<file path="src/rtl/lba_cmd_sequencer.sv">
// Splits an inclusive LBA range into chunked host commands; first cmd_valid two cycles after a start edge.
// A command is held stable until cmd_ready; a per-command watchdog bounds the wait for cmd_done.
module lba_cmd_sequencer #(
   parameter int MAX_XFER       = 256,
   parameter int TIMEOUT_CYCLES = 50000000
) (
   input  logic        clk,
   input  logic        RST,
   input  logic        start_WR,
   input  logic        start_RD,
   input  logic [47:0] begin_LBA,
   input  logic [47:0] end_LBA,
   output logic        cmd_valid,
   input  logic        cmd_ready,
   output logic        cmd_write,
   output logic [47:0] cmd_lba,
   output logic [15:0] cmd_count,
   input  logic        cmd_done,
   input  logic        cmd_err,
   output logic        busy,
   output logic        done,
   output logic        error,
   output logic [1:0]  err_code,
   output logic [48:0] sectors_done
);

   typedef enum logic [2:0] {S_IDLE, S_ISSUE, S_WAIT_DONE, S_DONE, S_ERROR} state_t;

   localparam logic [48:0] MAX49 = 49'(MAX_XFER);
   localparam logic [15:0] MAX16 = 16'(MAX_XFER);
   localparam logic [31:0] TMO   = 32'(TIMEOUT_CYCLES);

   state_t      state_q, state_d;
   logic        wr_prev_q, wr_prev_d, rd_prev_q, rd_prev_d;
   logic        valid_q, valid_d, write_q, write_d, bad_q, bad_d;
   logic        busy_q, busy_d, done_q, done_d, error_q, error_d;
   logic [1:0]  code_q, code_d;
   logic [47:0] lba_q, lba_d, cur_q, cur_d;
   logic [15:0] count_q, count_d;
   logic [48:0] rem_q, rem_d, sect_q, sect_d;
   logic [31:0] wdog_q, wdog_d;
   logic        wr_edge, rd_edge;
   logic [15:0] chunk;

   assign wr_edge = start_WR & ~wr_prev_q;
   assign rd_edge = start_RD & ~rd_prev_q;
   assign chunk   = (rem_q > MAX49) ? MAX16 : rem_q[15:0];

   always_comb begin
      state_d   = state_q;
      wr_prev_d = start_WR;
      rd_prev_d = start_RD;
      valid_d   = valid_q;
      write_d   = write_q;
      bad_d     = bad_q;
      busy_d    = busy_q;
      done_d    = done_q;
      error_d   = error_q;
      code_d    = code_q;
      lba_d     = lba_q;
      cur_d     = cur_q;
      count_d   = count_q;
      rem_d     = rem_q;
      sect_d    = sect_q;
      wdog_d    = wdog_q;
      case (state_q)
         S_IDLE, S_DONE, S_ERROR: begin
            if (wr_edge || rd_edge) begin
               write_d = wr_edge;
               cur_d   = begin_LBA;
               rem_d   = {1'b0, end_LBA} - {1'b0, begin_LBA} + 49'd1;
               bad_d   = (end_LBA < begin_LBA);
               busy_d  = 1'b1;
               done_d  = 1'b0;
               error_d = 1'b0;
               code_d  = 2'd0;
               sect_d  = '0;
               state_d = S_ISSUE;
            end
         end
         S_ISSUE: begin
            if (bad_q) begin
               busy_d  = 1'b0;
               error_d = 1'b1;
               code_d  = 2'd1;
               state_d = S_ERROR;
            end else if (!valid_q) begin
               // Load the command one cycle after entering ISSUE so the chunk sees the updated remainder.
               valid_d = 1'b1;
               lba_d   = cur_q;
               count_d = chunk;
            end else if (cmd_ready) begin
               valid_d = 1'b0;
               wdog_d  = '0;
               state_d = S_WAIT_DONE;
            end
         end
         S_WAIT_DONE: begin
            if (cmd_done) begin
               if (cmd_err) begin
                  busy_d  = 1'b0;
                  error_d = 1'b1;
                  code_d  = 2'd2;
                  state_d = S_ERROR;
               end else begin
                  cur_d  = cur_q + 48'(count_q);
                  rem_d  = rem_q - 49'(count_q);
                  sect_d = sect_q + 49'(count_q);
                  if (rem_q == 49'(count_q)) begin
                     busy_d  = 1'b0;
                     done_d  = 1'b1;
                     state_d = S_DONE;
                  end else begin
                     state_d = S_ISSUE;
                  end
               end
            end else if (wdog_q == TMO) begin
               busy_d  = 1'b0;
               error_d = 1'b1;
               code_d  = 2'd3;
               state_d = S_ERROR;
            end else begin
               wdog_d = wdog_q + 32'd1;
            end
         end
         default: state_d = S_IDLE;
      endcase
   end

   always_ff @(posedge clk) begin
      if (RST) begin
         // History starts high so a switch held through reset is not seen as a press.
         state_q   <= S_IDLE;
         wr_prev_q <= 1'b1;
         rd_prev_q <= 1'b1;
         valid_q   <= 1'b0;
         write_q   <= 1'b0;
         bad_q     <= 1'b0;
         busy_q    <= 1'b0;
         done_q    <= 1'b0;
         error_q   <= 1'b0;
         code_q    <= 2'd0;
         lba_q     <= '0;
         cur_q     <= '0;
         count_q   <= '0;
         rem_q     <= '0;
         sect_q    <= '0;
         wdog_q    <= '0;
      end else begin
         state_q   <= state_d;
         wr_prev_q <= wr_prev_d;
         rd_prev_q <= rd_prev_d;
         valid_q   <= valid_d;
         write_q   <= write_d;
         bad_q     <= bad_d;
         busy_q    <= busy_d;
         done_q    <= done_d;
         error_q   <= error_d;
         code_q    <= code_d;
         lba_q     <= lba_d;
         cur_q     <= cur_d;
         count_q   <= count_d;
         rem_q     <= rem_d;
         sect_q    <= sect_d;
         wdog_q    <= wdog_d;
      end
   end

   assign cmd_valid    = valid_q;
   assign cmd_write    = write_q;
   assign cmd_lba      = lba_q;
   assign cmd_count    = count_q;
   assign busy         = busy_q;
   assign done         = done_q;
   assign error        = error_q;
   assign err_code     = code_q;
   assign sectors_done = sect_q;

endmodule

</file>
<file path="config.mk">
export PLATFORM = sky130hd
export DESIGN_NAME = lba_cmd_sequencer
export DESIGN_NICKNAME = d
export VERILOG_FILES = /design/src/rtl/lba_cmd_sequencer.sv
export SDC_FILE = /design/constraint.sdc
export NUM_CORES = 1
export LEC_CHECK = 0
export BUFFER_PORTS_ARGS = -buffer_cell sky130_fd_sc_hd__buf_2
export CAP_MARGIN = 20
export CORE_MARGIN = 1
export CORE_UTILIZATION = 55
export CTS_CLUSTER_SIZE = 12
export DETAILED_ROUTE_END_ITERATION = 10
export HOLD_SLACK_MARGIN = 0.02
export PLACE_DENSITY = 0.82
export SETUP_SLACK_MARGIN = 0.05
export SLEW_MARGIN = 10
export SYNTH_ARGS = -nofsm -noshare
export SYNTH_HDL_FRONTEND = slang
export SYNTH_SLANG_ARGS = --single-unit
</file>
<file path="constraint.sdc">
create_clock -name clk -period 4.32 [get_ports clk]
set_clock_uncertainty 0.15 [all_clocks]
set_input_delay 0.864 -clock clk [delete_from_list [all_inputs] [get_ports clk]]
set_output_delay 0.864 -clock clk [all_outputs]
set_load 0.005 [all_outputs]
</file>
==> out/qor.yml <==
status:
  status: "finished clean"
clock_network:
  root_buffer: "clkbuf_16"
  clkTransAtPathRegs_ns: 0.06
  post_cts_buffers: 0
  clock_sinks: 255
  cts_resized: 0
  clk_latency_ns: 0.57
  numCtsBuffers: 28
  cts_htree_levels: 1
  clockBufferDepth: 3
  tritoncts: "done"
  hold_buffers: 0
sta:
  worstMarginPinSlew_ns: 1.058
  fin_crit_sh: 0.8979
  relSlewSlack: 0.2918
  rsz0062_at_grt: "false"
  fin_crit_ns: 3.879
  fin_tns_setup_ns: 0
  hold_viol_final: 0
  fmax_ghz: 0.2578
  drv_slew: 0
  setup_viol: 0
placement:
  place.gp.congestion: 0.9402
  placed_cell_area_mm2: 0.01974
  port_buffers: 222
  dpl.hpwl_um: 42830
synth:
  yosysTopAreaCellShare: 0.2824
  synth_cell_types: 89
  yosys-top-cells-area: "dfxtp_1, ha_1, nand2_1"
  yosysWarnings: 0
  ys_async_sr_fraction: 0
  ys.flop_type: "dfxtp_1"
  syn-cell-area_mm2: 0.01808
  yosys.area.top_type: "dfxtp_1"
  syn_inst: 2308
  syn_nets: 2585
  syn_area_per_cell_um2: 7.832
  ys_ff_latch: 255
  ys_seq_area_frac: 0.2824
  synth_edf_count: 0
finish:
  final_cell_mix: "nand2_1, dfxtp_1, buf_2, a21oi_1, nor2_1"
  fin_area_mm2: 0.02072
  num-nets-final: 2777
  area_delta_synth_final_pct: 14.65
  n_fill_cell: 2813
  post-route-util: 0.6386
  mostFrequentLayoutCell: "nand2_1"
  layout-drive-gt1-share: 0.1422
  antenna_cells: 0
power:
  p_leak_nw: 8.978
  p_total_mw: 9.271
  peakVddDrop_v: 0.0003249
  power.density_mw_per_mm2: 447.4
global_route:
  track_usage: 0.3326
  met3_usage: 0.05242
  grt_max_degree: 72
  use_met1: 0.4643
  grt_pass1_wl_um: 90390
  grt_pass1_vias: 16860
  grt_overflow_total: 0
  grt_use_met2: 0.5323
  grt_antenna_before_repair: 0
  grt_busiest_layer: "met2"
setup_path:
  crit_required_ns: 4.65
  r2r_start: "cmd_count[1]$_SDFFE_PP0P_"
  cp-startpoint: "begin_LBA[1]"
  end_kind: "flop"
  start_kind: "input port"
  cp.arrival_ns: 4.21
  r2r_end: "cur_q[44]$_SDFFE_PP0P_"
  critPathMaxFanout: 4
  path_class: "input port to flop"
  r2r_slack_ns: 0.53
  reg2reg_depth: 11
detailed_routing:
  antenna_left: 0
  vias_per_cell: 6.234
  num_vias: 18450
  wl_per_cell_um: 19.43
  drt_iter0_drc: 2012
  routed_wl_um: 57480
  firstDrtPassIters: 6
  post-route-drc-count: 0
floorplan:
  start_util: 0.5570
  ioPinCount: 223
  fp.dieH_um: 183.3
  core_mm2: 0.03245
  die_w_um: 183.3
  rows: 66
  die_area_mm2: 0.03360
min_path:
  hold_path_class: "flop to flop"
  worstHoldStart: "cmd_lba[36]$_SDFFE_PP0P_"
  hold_depth: 2
  hold_end: "cmd_lba[36]$_SDFFE_PP0P_"
job:
  cap_violations: 0
[flip-flops by register name, summed over array words and instances, names as in the netlist]
register and count:
wr_prev_q 1, cmd_valid 1, rd_prev_q 1, busy 1, state_q 3, wdog_q 32
cmd_lba 48, error 1, cur_q 48, done 1, sectors_done 49, rem_q 49
cmd_count 16, bad_q 1, err_code 2, cmd_write 1
[stage by stage]
step	hold WS, ns	setup slack [ns]	instances
after floorplan	0.2945	0.4168	2308
after CTS	0.3029	0.4590	2958
after global placement	0.2893	0.02386	2911
after global routing	0.3172	0.07520	2959
final	0.2998	0.4410	2959
after detailed placement	0.2946	-0.09076	2911
[cells by family after synthesis]
logic type               Yosys count  share of synthesized area
XOR/XNOR                         130                    0.06299
AO/OA/AOI/OAI                    657                     0.2402
AND/OR/NAND/NOR                  828                     0.2232
buffers and inverters            251                    0.05233
multiplexers                      13                   0.007198
adder cells (fa/ha/maj)          174                     0.1317
flip-flops                       255                     0.2824
[critical path: stages]
cell,delay [ns]
buf_2,0.11
inv_1,0.05
ha_1,0.30
inv_1,0.08
ha_1,0.18
inv_1,0.06
fa_1,0.39
o21bai_1,0.16
buf_4,0.15
a211oi_2,0.08
nor4_1,0.33
nor3_1,0.15
o31ai_2,0.46
a31oi_1,0.20
o31a_1,0.31
xnor2_1,0.14
a211oi_1,0.21
[layout make-up]
type                            instances  area [µm²]  area share
Inverter                              147       551.8     0.02662
Clock inverter                          9       183.9    0.008875
Timing Repair Buffer                  266        1489     0.07184
Sequential cell                       255        5105      0.2463
Tap cell                              442       553.0     0.02668
Clock buffer                           38       778.2     0.03755
Multi-Input combinational cell       1802       12060      0.5821
[synth_stat cells (6+ instances only)]
cell type and instances:
nand3b_1 7, and3_1 30, clkbuf_1 93, buf_1 8
or3_1 30, a31oi_1 26, nand2b_1 24, and2_1 12
o31a_1 6, o21ai_1 8, o21bai_1 14, or2_2 11
a21oi_1 194, a311oi_1 8, nand2_1 267, mux2i_1 13
inv_1 146, a32oi_1 7, o21a_1 21, dfxtp_1 255
nand3_1 71, xor2_1 53, a221oi_1 6, a222oi_1 11
o311ai_0 9, nor2b_1 29, or4_1 14, o22ai_1 24
fa_1 27, o211ai_1 28, nor2_1 188, nor3_1 55
a22oi_1 40, a211oi_1 23, nand4_1 25, ha_1 147
o21ai_0 106, xnor2_1 77, nor3b_1 7, o31ai_1 11
a21o_1 53, nor4_1 25, and4_1 8
[worst max path at each step]
stage / cells after the start / to / slack (ns)
floorplan: 15 / rem_q[43]$_SDFFE_PP0P_ / 0.42
global placement: 17 / rem_q[43]$_SDFFE_PP0P_ / 0.02
detailed placement: 17 / rem_q[43]$_SDFFE_PP0P_ / -0.09
CTS: 17 / rem_q[43]$_SDFFE_PP0P_ / 0.46
global route: 15 / rem_q[46]$_SDFFE_PP0P_ / 0.08
finish: 17 / rem_q[43]$_SDFFE_PP0P_ / 0.44
[power by group]
part | total [mW] | internal [mW] | switching, mW
Combinational | 3.80 | 1.39 | 2.40
Sequential | 2.93 | 2.61 | 0.320
Clock | 2.55 | 1.55 | 0.997
[metal layers]
layer	share of wire	wire length (µm)
met5	0	0
met4	0.022	1276
met3	0.10	5849
met2	0.45	25840
met1	0.43	24520
No activity file was read; power rests on OpenSTA's default activity.
